===== src/rtl/bus_select_arbiter.sv =====
// Registered bus-source arbiter: one-hot "drive bus" requests in, binary mux select out,
// with fixed or round-robin priority and a saturating conflict counter for debug.
module bus_select_arbiter #(
  parameter int NUM_SRC = 24,
  parameter int SEL_W   = 5,
  parameter int CNT_W   = 8
) (
  input  logic               clk,
  input  logic               clr,
  input  logic [NUM_SRC-1:0] req,
  input  logic               rr_mode,
  input  logic               err_clr,
  output logic [SEL_W-1:0]   sel,
  output logic               sel_valid,
  output logic               conflict,
  output logic [CNT_W-1:0]   conflict_cnt
);

  logic [SEL_W-1:0]   rr_ptr;
  logic [NUM_SRC-1:0] hi_mask_p0;
  logic [NUM_SRC-1:0] hi_req_p0;
  logic [SEL_W-1:0]   grant_p0;
  logic               any_p0;
  logic               multi_p0;

  logic [SEL_W-1:0]   sel_p1;
  logic               vld_p1;
  logic               conf_p1;
  logic [CNT_W-1:0]   cnt_p1;

  function automatic logic [SEL_W-1:0] lowest_idx(input logic [NUM_SRC-1:0] v);
    lowest_idx = '0;
    for (int i = NUM_SRC - 1; i >= 0; i--) begin
      if (v[i]) lowest_idx = SEL_W'(i);
    end
  endfunction

  function automatic logic [SEL_W-1:0] wrap_inc(input logic [SEL_W-1:0] g);
    if (g == SEL_W'(NUM_SRC - 1)) wrap_inc = '0;
    else                          wrap_inc = g + SEL_W'(1);
  endfunction

  function automatic logic [CNT_W-1:0] sat_inc(input logic [CNT_W-1:0] c);
    if (c == {CNT_W{1'b1}}) sat_inc = c;
    else                    sat_inc = c + CNT_W'(1);
  endfunction

  // Stage p0: combinational grant. Round-robin searches bits at/above rr_ptr first,
  // then falls back to the whole vector, which is the wrap-around half of the search.
  always_comb begin
    hi_mask_p0 = '0;
    for (int i = 0; i < NUM_SRC; i++) begin
      hi_mask_p0[i] = (SEL_W'(i) >= rr_ptr);
    end
  end

  assign hi_req_p0 = req & hi_mask_p0;
  assign any_p0    = |req;
  assign multi_p0  = |(req & (req - NUM_SRC'(1)));

  always_comb begin
    grant_p0 = lowest_idx(req);
    if (rr_mode && (|hi_req_p0)) grant_p0 = lowest_idx(hi_req_p0);
  end

  // Stage p1: registered outputs; sel holds its last grant while nobody requests.
  always_ff @(posedge clk or posedge clr) begin
    if (clr) begin
      sel_p1  <= '0;
      vld_p1  <= 1'b0;
      conf_p1 <= 1'b0;
      cnt_p1  <= '0;
      rr_ptr  <= '0;
    end else begin
      if (any_p0) begin
        sel_p1 <= grant_p0;
        rr_ptr <= wrap_inc(grant_p0);
      end
      vld_p1  <= any_p0;
      conf_p1 <= multi_p0;
      if (err_clr)       cnt_p1 <= '0;
      else if (multi_p0) cnt_p1 <= sat_inc(cnt_p1);
    end
  end

  assign sel          = sel_p1;
  assign sel_valid    = vld_p1;
  assign conflict     = conf_p1;
  assign conflict_cnt = cnt_p1;

endmodule


===== config.mk =====
export PLATFORM = sky130hd
export DESIGN_NAME = bus_select_arbiter
export DESIGN_NICKNAME = d
export VERILOG_FILES = /design/src/rtl/bus_select_arbiter.sv
export SDC_FILE = /design/constraint.sdc
export NUM_CORES = 1
export LEC_CHECK = 0
export ABC_AREA = 1
export BUFFER_PORTS_ARGS = -buffer_cell sky130_fd_sc_hd__buf_2
export CAP_MARGIN = 40
export CORE_ASPECT_RATIO = 0.75
export CORE_MARGIN = 1.5
export CORE_UTILIZATION = 44
export DETAILED_ROUTE_END_ITERATION = 12
export PLACE_DENSITY = 0.69
export SYNTH_ARGS = -nofsm -noshare
export SYNTH_HDL_FRONTEND = slang
export SYNTH_SLANG_ARGS = --single-unit
export TNS_END_PERCENT = 50

===== constraint.sdc =====
create_clock -name clk -period 3.08 [get_ports clk]
set_input_delay 0.616 -clock clk [delete_from_list [all_inputs] [get_ports clk]]
set_output_delay 0.616 -clock clk [all_outputs]
set_load 0.05 [all_outputs]

==> impl_metrics.tcl, run 1 <==
set metrics [dict create \
    yosys_register_bits 20 \
    buffer_ports.inserted 42 \
    pin_count 43 \
    drtPass1Iterations 5 \
    syn_area_mm2 0.00213 \
    cts_tree "done" \
    pwr-share-seq 0.245 \
    detail_route.iter0.violations 211 \
    synth-xor-area-share 0 \
    synthTopCellsByArea "dfrtp_1, nand2_1, inv_1" \
    synth_enable_flop_cells 0 \
    number_of_global_route_vias_before_repair 2015 \
    detail_route_antenna_nets 0 \
    finalNetCount 433 \
    numCtsBuffers 3 \
    clock-skew-final_ps 2.20 \
    setup_violations 0 \
    wire_length_of_the_first_global_routing_pass_mm 9.07 \
    final_hold_viol_count 0 \
    critical-path-slowest-cell "o21ai_0" \
    cap_violations 0 \
    root_buffer_master "clkbuf_8" \
    cts_htree_levels 1 \
    max_freq_ghz 0.366 \
    average_wire_per_standard_cell_um 11.5 \
    cp_max_fo 7 \
    final.setup.worst_slack_ps 348 \
    reg2reg_slack_ps 380 \
    timing.critical_path.cells "buf_2 -> nor2_4 -> nand2_4 -> nor2_8 -> inv_2 -> nor2_4 -> nand2_1 -> o21ai_0 -> nand4_1 -> nor2_1 -> nand4_1 -> o21ai_2 -> inv_2 -> nand2_2 -> inv_2 -> nand3_2 -> nor2_2 -> nand3_2 -> o21ai_0 -> nor3b_2" \
    layout.filler_cells 469 \
    final_period_minus_worst_setup_slack_ps 2730 \
    worst_pin_slew_ps 719 \
    stdcell_count 459 \
    sum_of_negative_setup_slack_ps 0 \
    grt_max_degree 21 \
    power.density_mw_per_mm2 649 \
    preCtsSetupSlack_ps 106 \
    layout.cells.most_common_list "nand2_1, inv_1, buf_2" \
    worstPathArrival_ps 2880 \
    layout-drive-gt1-share 0.261 \
    post-route-drc-count 0 \
    post_synth_num_cell_types 40 \
    endpoint_kind "flop" \
    synth_nets 384 \
    diodes 0 \
    overall_die_area_mm2 0.00528 \
    numClockSinks 20 \
    routed-via-count 2326 \
    synthSimpleGateAreaFrac 0.456 \
    critical_path.most_common_cell "inv_2" \
    die_w_um 83.4 \
    dp.final_hpwl_mm 4.43 \
    async_reset_ff_frac 1.00 \
    run_status "complete, no violations" \
    switching_share 0.502 \
    yosysWarnings 0 \
    post_synth_fa_ha_maj_area_fraction 0.0164 \
    synth-main-ff-cell "dfrtp_1" \
    syn_area_per_cell_um2 6.03 \
    syn-instance-count 354 \
    initial_antenna_violation_count 0 \
    rsz0062_at_grt "no" \
    overflow 0 \
    critical_path_class "input pin to flop" \
    ys_seq_area_frac 0.234 \
    power.combinational.fraction 0.594 \
    post_cts_hold_buffer_count 0 \
    core_footprint_mm2 0.00457 \
    synth_area_in_compound_gates 0.168 \
    cp-start-kind "input pin" \
    hold_class "input pin to asynchronous set/reset pin" \
    share_clk_of_total_power 0.161 \
    wirelength_mm 5.26 \
    power.leakage_nw 1.38 \
    yosys-mux-area-fraction 0 \
    design_power_total_w 0.00163 \
    syn2layout_area_growth_pct 17.3 \
    synth_top_cell_by_area "dfrtp_1" \
    floorplan.rows 21 \
    placed_cells 454 \
    clk_pin_slew_ps 70 \
    place.gp.congestion 0.885 \
    final_common_cell "nand2_1" \
    vdd_drop_max_uv 531 \
    yosys.area.top_type_share 0.234 \
    globalRouteTotalUtil 0.207 \
    die_height_um 63.3 \
    finalMaxSlewViolations 0 \
    cts_buffer_depth 2 \
    power_report.internal_total_w 0.000809 \
    avgViaCountPerCell 5.07 \
    final.period_utilization 0.887 \
    worstPathBufferInverterCount 4 \
    power.switching_w 0.000816 \
    worst_ep_required_time_ps 3230 \
    synth_top_family_by_area "simple AND/OR/NAND/NOR gates" \
    maxSlewHeadroom 0.520 \
    critPathTopFamily "simple AND/OR/NAND/NOR gates" \
    cp_slowest_stage_delay_ps 200 \
    clock_latency_ps 260 \
    initial_core_util 0.467 \
]
==> Yosys cell counts, drive strengths merged, types with 3 or more instances <==
| master | number |
|---|---|
| nand2 | 119 |
| inv | 63 |
| nor2 | 45 |
| o21ai | 23 |
| nand3 | 21 |
| dfrtp | 20 |
| a21oi | 14 |
| nor3 | 12 |
| nand4 | 5 |
| a31oi | 4 |
| a211oi | 3 |
| o211ai | 3 |
| o22ai | 3 |
==> power groups by stage <==
stage,Clock (W),Combinational (W),Sequential [W]
floorplan,0,0.000653,0.000474
global placement,0,0.000930,0.000399
detailed placement,0,0.000929,0.000400
CTS,0.000265,0.000937,0.000394
global route,0.000282,0.00108,0.000406
finish,0.000261,0.000965,0.000399
==> per-layer routing <==
metal | global-route usage | wire, um
met5 | 0 | 0
met1 | 0.322 | 2830
met3 | 0.0393 | 288
met4 | 0.0307 | 24
met2 | 0.300 | 2110
==> state kept, by name, summed over array words and instances, names as in the netlist <==
name          count
rr_ptr            5
sel               5
conflict_cnt      8
conflict          1
sel_valid         1
==> final timing paths <==
path,startpoint,cells after the start,end
worst max-delay path,req[0],20,conflict_cnt[7]
worst max register to register,rr_ptr[0],29,rr_ptr[4]
worst min-delay path,clr,2,sel[0]
max in group asynchronous,clr,2,rr_ptr[2]
min in group clk,sel[0],1,sel[0]
worst min register to register,sel[0],1,sel[0]
==> worst register-to-register path: cells and delay by family (launching register included) <==
kind,cells,cell delay (ps)
and+or+nand+nor,23,1430
adders and majority gates,1,190
AOI/OAI and AO/OA,3,290
DFF,1,420
buffers and inverters,2,250
==> kinds of logic (layout without fill, tap and decap cells) <==
logic type	after synthesis	after routing
buffers and inverters	67	115
and+or+nand+nor	208	208
DFF	20	20
adders and majority gates	3	3
AOI/OAI and AO/OA	56	56
==> stage by stage <==
step	utilization	hold WS, ps	instance area (um2)
finish	0.548	458	2500
CTS	0.544	483	2490
global route	0.548	530	2500
global placement	0.528	493	2420
detailed placement	0.528	493	2420
floorplan	-	580	2130
==> area by class of cell <==
class	instances	area, um2	area share
clock buffers	3	41.3	0.0165
clock inverters	1	30.0	0.0120
inverters	65	244	0.0975
multi-input cells	267	1380	0.549
flip-flops and latches	20	502	0.200
well taps	57	71.3	0.0285
repair buffers	46	240	0.0960
==> timing repair <==
action,4_1_cts,5_1_grt
endpoints found under the setup margin,0,3
gates resized for setup,0,5
buffers inserted,0,1
Power figures use the tool's default switching activity.
==> run 2: changes to the inputs <==
ABC_AREA = default   (was 1)
PLACE_DENSITY = 0.68   (was 0.69)
==> run 2 against run 1 <==
Sequential power is 5.8% higher. Hold slack better by 14 ps. Highest routed layer unchanged. Critical path type is now flop to flop. Register-to-register slack worse by 200 ps. Final cell count is 2.4% lower. Clock skew rose by 4.0 ps.
==> impl_metrics.tcl, run 2 <==
set metrics [dict create \
    sum_of_negative_setup_slack_ps 0 \
    clk_pin_slew_ps 80 \
    synthTopCellsByArea "dfrtp_1, nor2_1, a21oi_1" \
    layout.cells.most_common_list "buf_2, nor2_1, buf_4" \
    path_depth 12 \
    cts_tree "done" \
    stdcell_count 448 \
    syn2layout_area_growth_pct 20.9 \
    placedInstanceArea_mm2 0.00279 \
    synth-xor-area-share 0.0219 \
    pin_count 43 \
    power_report.internal_total_w 0.000888 \
    yosys_register_bits 20 \
    overall_die_area_mm2 0.00591 \
    cap_violations 0 \
    routed-via-count 2682 \
    diodes 0 \
    final.period_utilization 0.940 \
    dp.final_hpwl_mm 5.68 \
    design_power_total_w 0.00166 \
    power.leakage_nw 1.22 \
    critPathTopFamily "simple AND/OR/NAND/NOR gates" \
    yosys-mux-area-fraction 0.0287 \
    maxSlewHeadroom 0.486 \
    final_common_cell "buf_2" \
    final_period_minus_worst_setup_slack_ps 2900 \
    final_hold_viol_count 0 \
    cp_max_fo 14 \
    detail_route_antenna_nets 0 \
    cts_htree_levels 1 \
    hold_class "flop to flop" \
    synth_area_in_compound_gates 0.330 \
    critical_path_class "flop to flop" \
    worst_ep_required_time_ps 3230 \
    cp-start-kind "flop" \
    post_synth_num_cell_types 81 \
    buffer_ports.inserted 42 \
    place.gp.congestion 0.955 \
    synth_top_cell_by_area "dfrtp_1" \
    ys_seq_area_frac 0.209 \
    grt_max_degree 21 \
    cp_slowest_stage_delay_ps 500 \
    syn-instance-count 319 \
    core_footprint_mm2 0.00530 \
    finalNetCount 404 \
    floorplan.rows 23 \
    worst_pin_slew_ps 770 \
    post_synth_fa_ha_maj_area_fraction 0.0146 \
    die_w_um 88.3 \
    timing.reg2reg.worst_path_depth 12 \
    number_of_global_route_vias_before_repair 2345 \
    yosysMostFrequentCell "nor2_1" \
    placed_cells 442 \
    clock_latency_ps 260 \
    average_wire_per_standard_cell_um 16.1 \
    root_buffer_master "clkbuf_8" \
    layout-drive-gt1-share 0.290 \
    max_freq_ghz 0.345 \
    clock-skew-final_ps 6.22 \
    detail_route.iter0.violations 210 \
    synth-main-ff-cell "dfrtp_1" \
    numCtsBuffers 3 \
    syn_area_per_cell_um2 7.52 \
    yosysWarnings 0 \
    avgViaCountPerCell 5.99 \
    power.combinational.fraction 0.588 \
    finalMaxSlewViolations 0 \
    initial_core_util 0.453 \
    yosys.area.top_type_share 0.209 \
    wirelength_mm 7.19 \
    power.density_mw_per_mm2 574 \
    synth_top_family_by_area "compound AO/OA/AOI/OAI gates" \
    switching_share 0.466 \
    overflow 0 \
    worstPathBufferInverterCount 2 \
    layout.cell_area.non_filler_mm2 0.00290 \
    die_height_um 66.9 \
    synth.top_cells.by_count "nor2_1, nand2_1, a21oi_1, dfrtp_1, nand3_1" \
    largest_register_ff_count 8 \
    power.switching_w 0.000775 \
    endpoint_kind "flop" \
    min_path_cells 2 \
    rsz0062_at_grt "no" \
    numClockSinks 20 \
    wire_length_of_the_first_global_routing_pass_mm 11.5 \
    reg2reg_slack_ps 180 \
    post-route-drc-count 0 \
    worstPathArrival_ps 3040 \
    cts_buffer_depth 2 \
    share_clk_of_total_power 0.158 \
    run_status "complete, no violations" \
    syn_area_mm2 0.00240 \
    timing.critical_path.cells "buf_4 -> nand3_1 -> nand2_1 -> or4_1 -> nand3_1 -> a221oi_1 -> or3_1 -> nand2_1 -> inv_1 -> ha_2 -> and3_1 -> a221o_1" \
    globalRouteTotalUtil 0.252 \
    layout.filler_cells 519 \
    setup_violations 0 \
    initial_antenna_violation_count 0 \
    fin_hold_ws_ps 472 \
    critical-path-slowest-cell "or4_1" \
    drtPass1Iterations 5 \
    synth_nets 349 \
    async_reset_ff_frac 1.00 \
    synthSimpleGateAreaFrac 0.320 \
    vdd_drop_max_uv 439 \
    pwr-share-seq 0.254 \
    synth_enable_flop_cells 0 \
]
## run 2: power by group through the flow
stage	registers, W	clock network [W]	logic [W]
4_1_cts	0.000416	0.000267	0.000931
3_5_place_dp	0.000418	0	0.000929
3_3_place_gp	0.000420	0	0.000915
5_1_grt	0.000431	0.000283	0.00108
2_1_floorplan	0.000433	0	0.000677
6_report	0.000422	0.000262	0.000979
## run 2: logic make-up (layout without fill, tap and decap cells)
| logic type | count (synthesis) | in the layout |
|---|---|---|
| buffers and inverters | 38 | 92 |
| AOI/OAI and AO/OA | 104 | 104 |
| and+or+nand+nor | 142 | 142 |
| muxes | 6 | 6 |
| xor gates and xnor gates | 6 | 6 |
| adders and majority gates | 3 | 3 |
| DFF | 20 | 20 |
## run 2: worst paths after layout
| check | from | endpoint |
|---|---|---|
| max | rr_ptr[1] | rr_ptr[4] |
| min | sel[0] | sel[0] |
| max reg2reg | rr_ptr[1] | rr_ptr[4] |
| min reg2reg | sel[0] | sel[0] |
| max in group asynchronous | clr | rr_ptr[0] |
| min in group asynchronous | clr | sel[1] |
## run 2: area by class of cell
type / count / area, um2 / share of cell area
well taps: 75 / 93.8 / 0.0324
clock inverters: 1 / 30.0 / 0.0104
multi-input cells: 261 / 1730 / 0.596
repair buffers: 73 / 443 / 0.153
inverters: 15 / 56.3 / 0.0194
clock buffers: 3 / 41.3 / 0.0142
flip-flops and latches: 20 / 507 / 0.175
## run 2: worst register-to-register path, delay by kind of cell (launching register included)
family                   cells  cell delay, ps
AND/OR/NAND/NOR              7            1500
flip-flops                   1             480
buffers and inverters        2             270
adder cells (fa/ha/maj)      1             200
AO/OA/AOI/OAI                2             340
## run 2: timing repair
item | CTS | global route
hold buffers | 0 | 0
endpoints found under the hold margin | 0 | 0
buffers inserted | 0 | 2
resized for setup | 1 | 8
pin swaps | 0 | 0
endpoints found under the setup margin | 1 | 5
## run 2: per-layer routing
layer | wire, um | GRT usage | share of wire | vias up
met2 | 2850 | 0.347 | 0.40 | 116
met5 | 0 | 0 | 0 | -
li1 | - | - | - | 1305
met1 | 3690 | 0.399 | 0.51 | 1255
met3 | 575 | 0.0458 | 0.080 | 6
met4 | 74 | 0.0488 | 0.010 | 0
## run 2: stage by stage
step | worst slack, ps | utilization
floorplan | 184 | -
finish | 184 | 0.547
CTS | 41.9 | 0.541
detailed placement | -27.3 | 0.527
global placement | 40.8 | 0.527
global route | 6.17 | 0.547
==> run 3: changes to the inputs <==
CTS_CLUSTER_DIAMETER = 80   (was default)
GPL_TIMING_DRIVEN = 0   (was default)
clock period = 3.66 ns   (was 3.08 ns; I/O delays follow)
==> run 3 against run 2 <==
Non-clock buffer count is 18 lower. Wire length decreased by 1.4%. Highest routed layer unchanged. Total power is 17% lower. Setup slack better by 200 ps. Clock skew decreased by 5.3 ps. Critical path depth unchanged. Count of clock-buffer cells in the layout stayed put. Die area did not move. Clock power decreased by 17%. Design area shrank 6.0%. First-iteration DRC count increased by 44%.
==> impl_metrics.tcl, run 3 (same netlist as run 2, synthesis figures left out) <==
set metrics [dict create \
    run_status "complete, no violations" \
    min_path_cells 2 \
    share_clk_of_total_power 0.159 \
    grt_max_degree 21 \
    final_hold_viol_count 0 \
    hold_start "sel[0]" \
    timing.critical_path.cells "clkbuf_1 -> and4_1 -> o211ai_1 -> a211oi_1 -> o311ai_0 -> a221oi_1 -> or3_1 -> nand2_1 -> inv_1 -> ha_1 -> and3_1 -> a221o_1" \
    initial_core_util 0.453 \
    numCtsBuffers 3 \
    final_period_minus_worst_setup_slack_ps 3280 \
    placedInstanceArea_mm2 0.00265 \
    cts_htree_levels 1 \
    worstPathBufferInverterCount 2 \
    buffer_ports.inserted 32 \
    largest_register_ff_count 8 \
    avgViaCountPerCell 6.09 \
    floorplan.rows 23 \
    cts_tree "done" \
    final_common_cell "buf_2" \
    cp_slowest_stage_delay_ps 470 \
    finalNetCount 386 \
    die_height_um 66.9 \
    cp_max_fo 10 \
    pwr-share-seq 0.215 \
    grt_most_used_layer "met1" \
    met3_usage 0.0756 \
    power_report.internal_total_w 0.000718 \
    post_cts_hold_buffer_count 0 \
    detail_route_antenna_nets 0 \
    place.gp.congestion 0.930 \
    cts.repair_timing.setup_buffer_count 0 \
    overall_die_area_mm2 0.00591 \
    wirelength_mm 7.09 \
    cp-start-kind "flop" \
    layout.cells.most_common_list "buf_2, nor2_1, nand2_1" \
    layout-drive-gt1-share 0.208 \
    finalMaxSlewViolations 0 \
    core_footprint_mm2 0.00530 \
    cap_violations 0 \
    globalRouteTotalUtil 0.245 \
    setup_violations 0 \
    sum_of_negative_setup_slack_ps 0 \
    worst_pin_slew_ps 757 \
    worst_r2r_endpoint "rr_ptr[4]" \
    initial_antenna_violation_count 0 \
    whs_endpoint "sel[0]" \
    detail_route.iter0.violations 302 \
    overflow 0 \
    fin_hold_ws_ps 486 \
    critical_path_class "flop to flop" \
    endpoint_kind "flop" \
    cts_resized 0 \
    vdd_drop_max_uv 388 \
    final.setup.worst_slack_ps 382 \
    clk_pin_slew_ps 70 \
    routed-via-count 2618 \
    power.leakage_nw 1.11 \
    sequential_standard_cell_area_um2 500 \
    critical-path-slowest-cell "dfrtp_1" \
    switching_share 0.477 \
    pin_count 43 \
    max_freq_ghz 0.305 \
    drtPass1Iterations 5 \
    dp.final_hpwl_mm 5.49 \
    critPathTopFamily "compound AO/OA/AOI/OAI gates" \
    worstPathArrival_ps 3420 \
    gr-usage-met2 0.323 \
    power.combinational.fraction 0.626 \
    worst_r2r_startpoint "rr_ptr[4]" \
    reg2reg_slack_ps 380 \
    clock_latency_ps 250 \
    timing.reg2reg.worst_path_depth 12 \
    layout.filler_cells 546 \
    grtUsageMet1 0.383 \
    numClockSinks 20 \
    cts_buffer_depth 2 \
    syn2layout_area_growth_pct 13.6 \
    finalCoreUtilization 0.514 \
    diodes 0 \
    layout.cell_area.non_filler_mm2 0.00272 \
    final.period_utilization 0.896 \
    die_w_um 88.3 \
    wire_length_of_the_first_global_routing_pass_mm 11.1 \
    maxSlewHeadroom 0.494 \
    post-route-drc-count 0 \
    rsz0062_at_grt "no" \
    multi_input_comb_area_mm2 0.00171 \
    worst_ep_required_time_ps 3800 \
    power.switching_w 0.000654 \
    number_of_global_route_vias_before_repair 2192 \
    power.density_mw_per_mm2 504 \
    preCtsSetupSlack_ps 258 \
    clock-skew-final_ps 0.960 \
    hold_class "flop to flop" \
    average_wire_per_standard_cell_um 16.5 \
    root_buffer_master "clkbuf_8" \
]
run 3: worst max-delay path by stage:
stage          cells after the start  slack (ps)      start        end
6_report                          12         380  rr_ptr[4]  rr_ptr[4]
3_5_place_dp                      12         260     req[8]  rr_ptr[4]
5_1_grt                           12         200  rr_ptr[4]  rr_ptr[4]
2_1_floorplan                     10         650    req[21]  rr_ptr[4]
4_1_cts                           12         440  rr_ptr[4]  rr_ptr[4]
3_3_place_gp                      12         280     req[8]  rr_ptr[4]
run 3: stage by stage:
stage	std cells	power, W
global route	430	0.00147
finish	430	0.00137
global placement	426	0.00113
detailed placement	426	0.00114
floorplan	319	0.000934
CTS	430	0.00136
run 3: power by group through the flow:
stage	combinational, W	clock [W]	sequential (W)
3_3_place_gp	0.000829	0	0.000298
5_1_grt	0.000930	0.000235	0.000301
3_5_place_dp	0.000838	0	0.000300
4_1_cts	0.000842	0.000224	0.000295
6_report	0.000858	0.000218	0.000295
2_1_floorplan	0.000570	0	0.000365
run 3: area by class of cell:
cell class,count,share of cell area
tap,75,0.0345
clock inverter,1,0.0110
timing repair buffer,32,0.0588
sequential,20,0.184
inverter,15,0.0207
clock buffer,3,0.0152
buffer,23,0.0469
multi-input combinational,261,0.629
run 3: per-layer routing:
metal,part of all wire,vias up
met5,0,-
met4,0.0082,0
met3,0.11,4
met2,0.39,147
met1,0.50,1194
li1,-,1273
run 3: worst min-delay path, stage by stage, from the launching register on:
cell     delay, ps
dfrtp_1        350
nand2_1         50
nand2_1         50
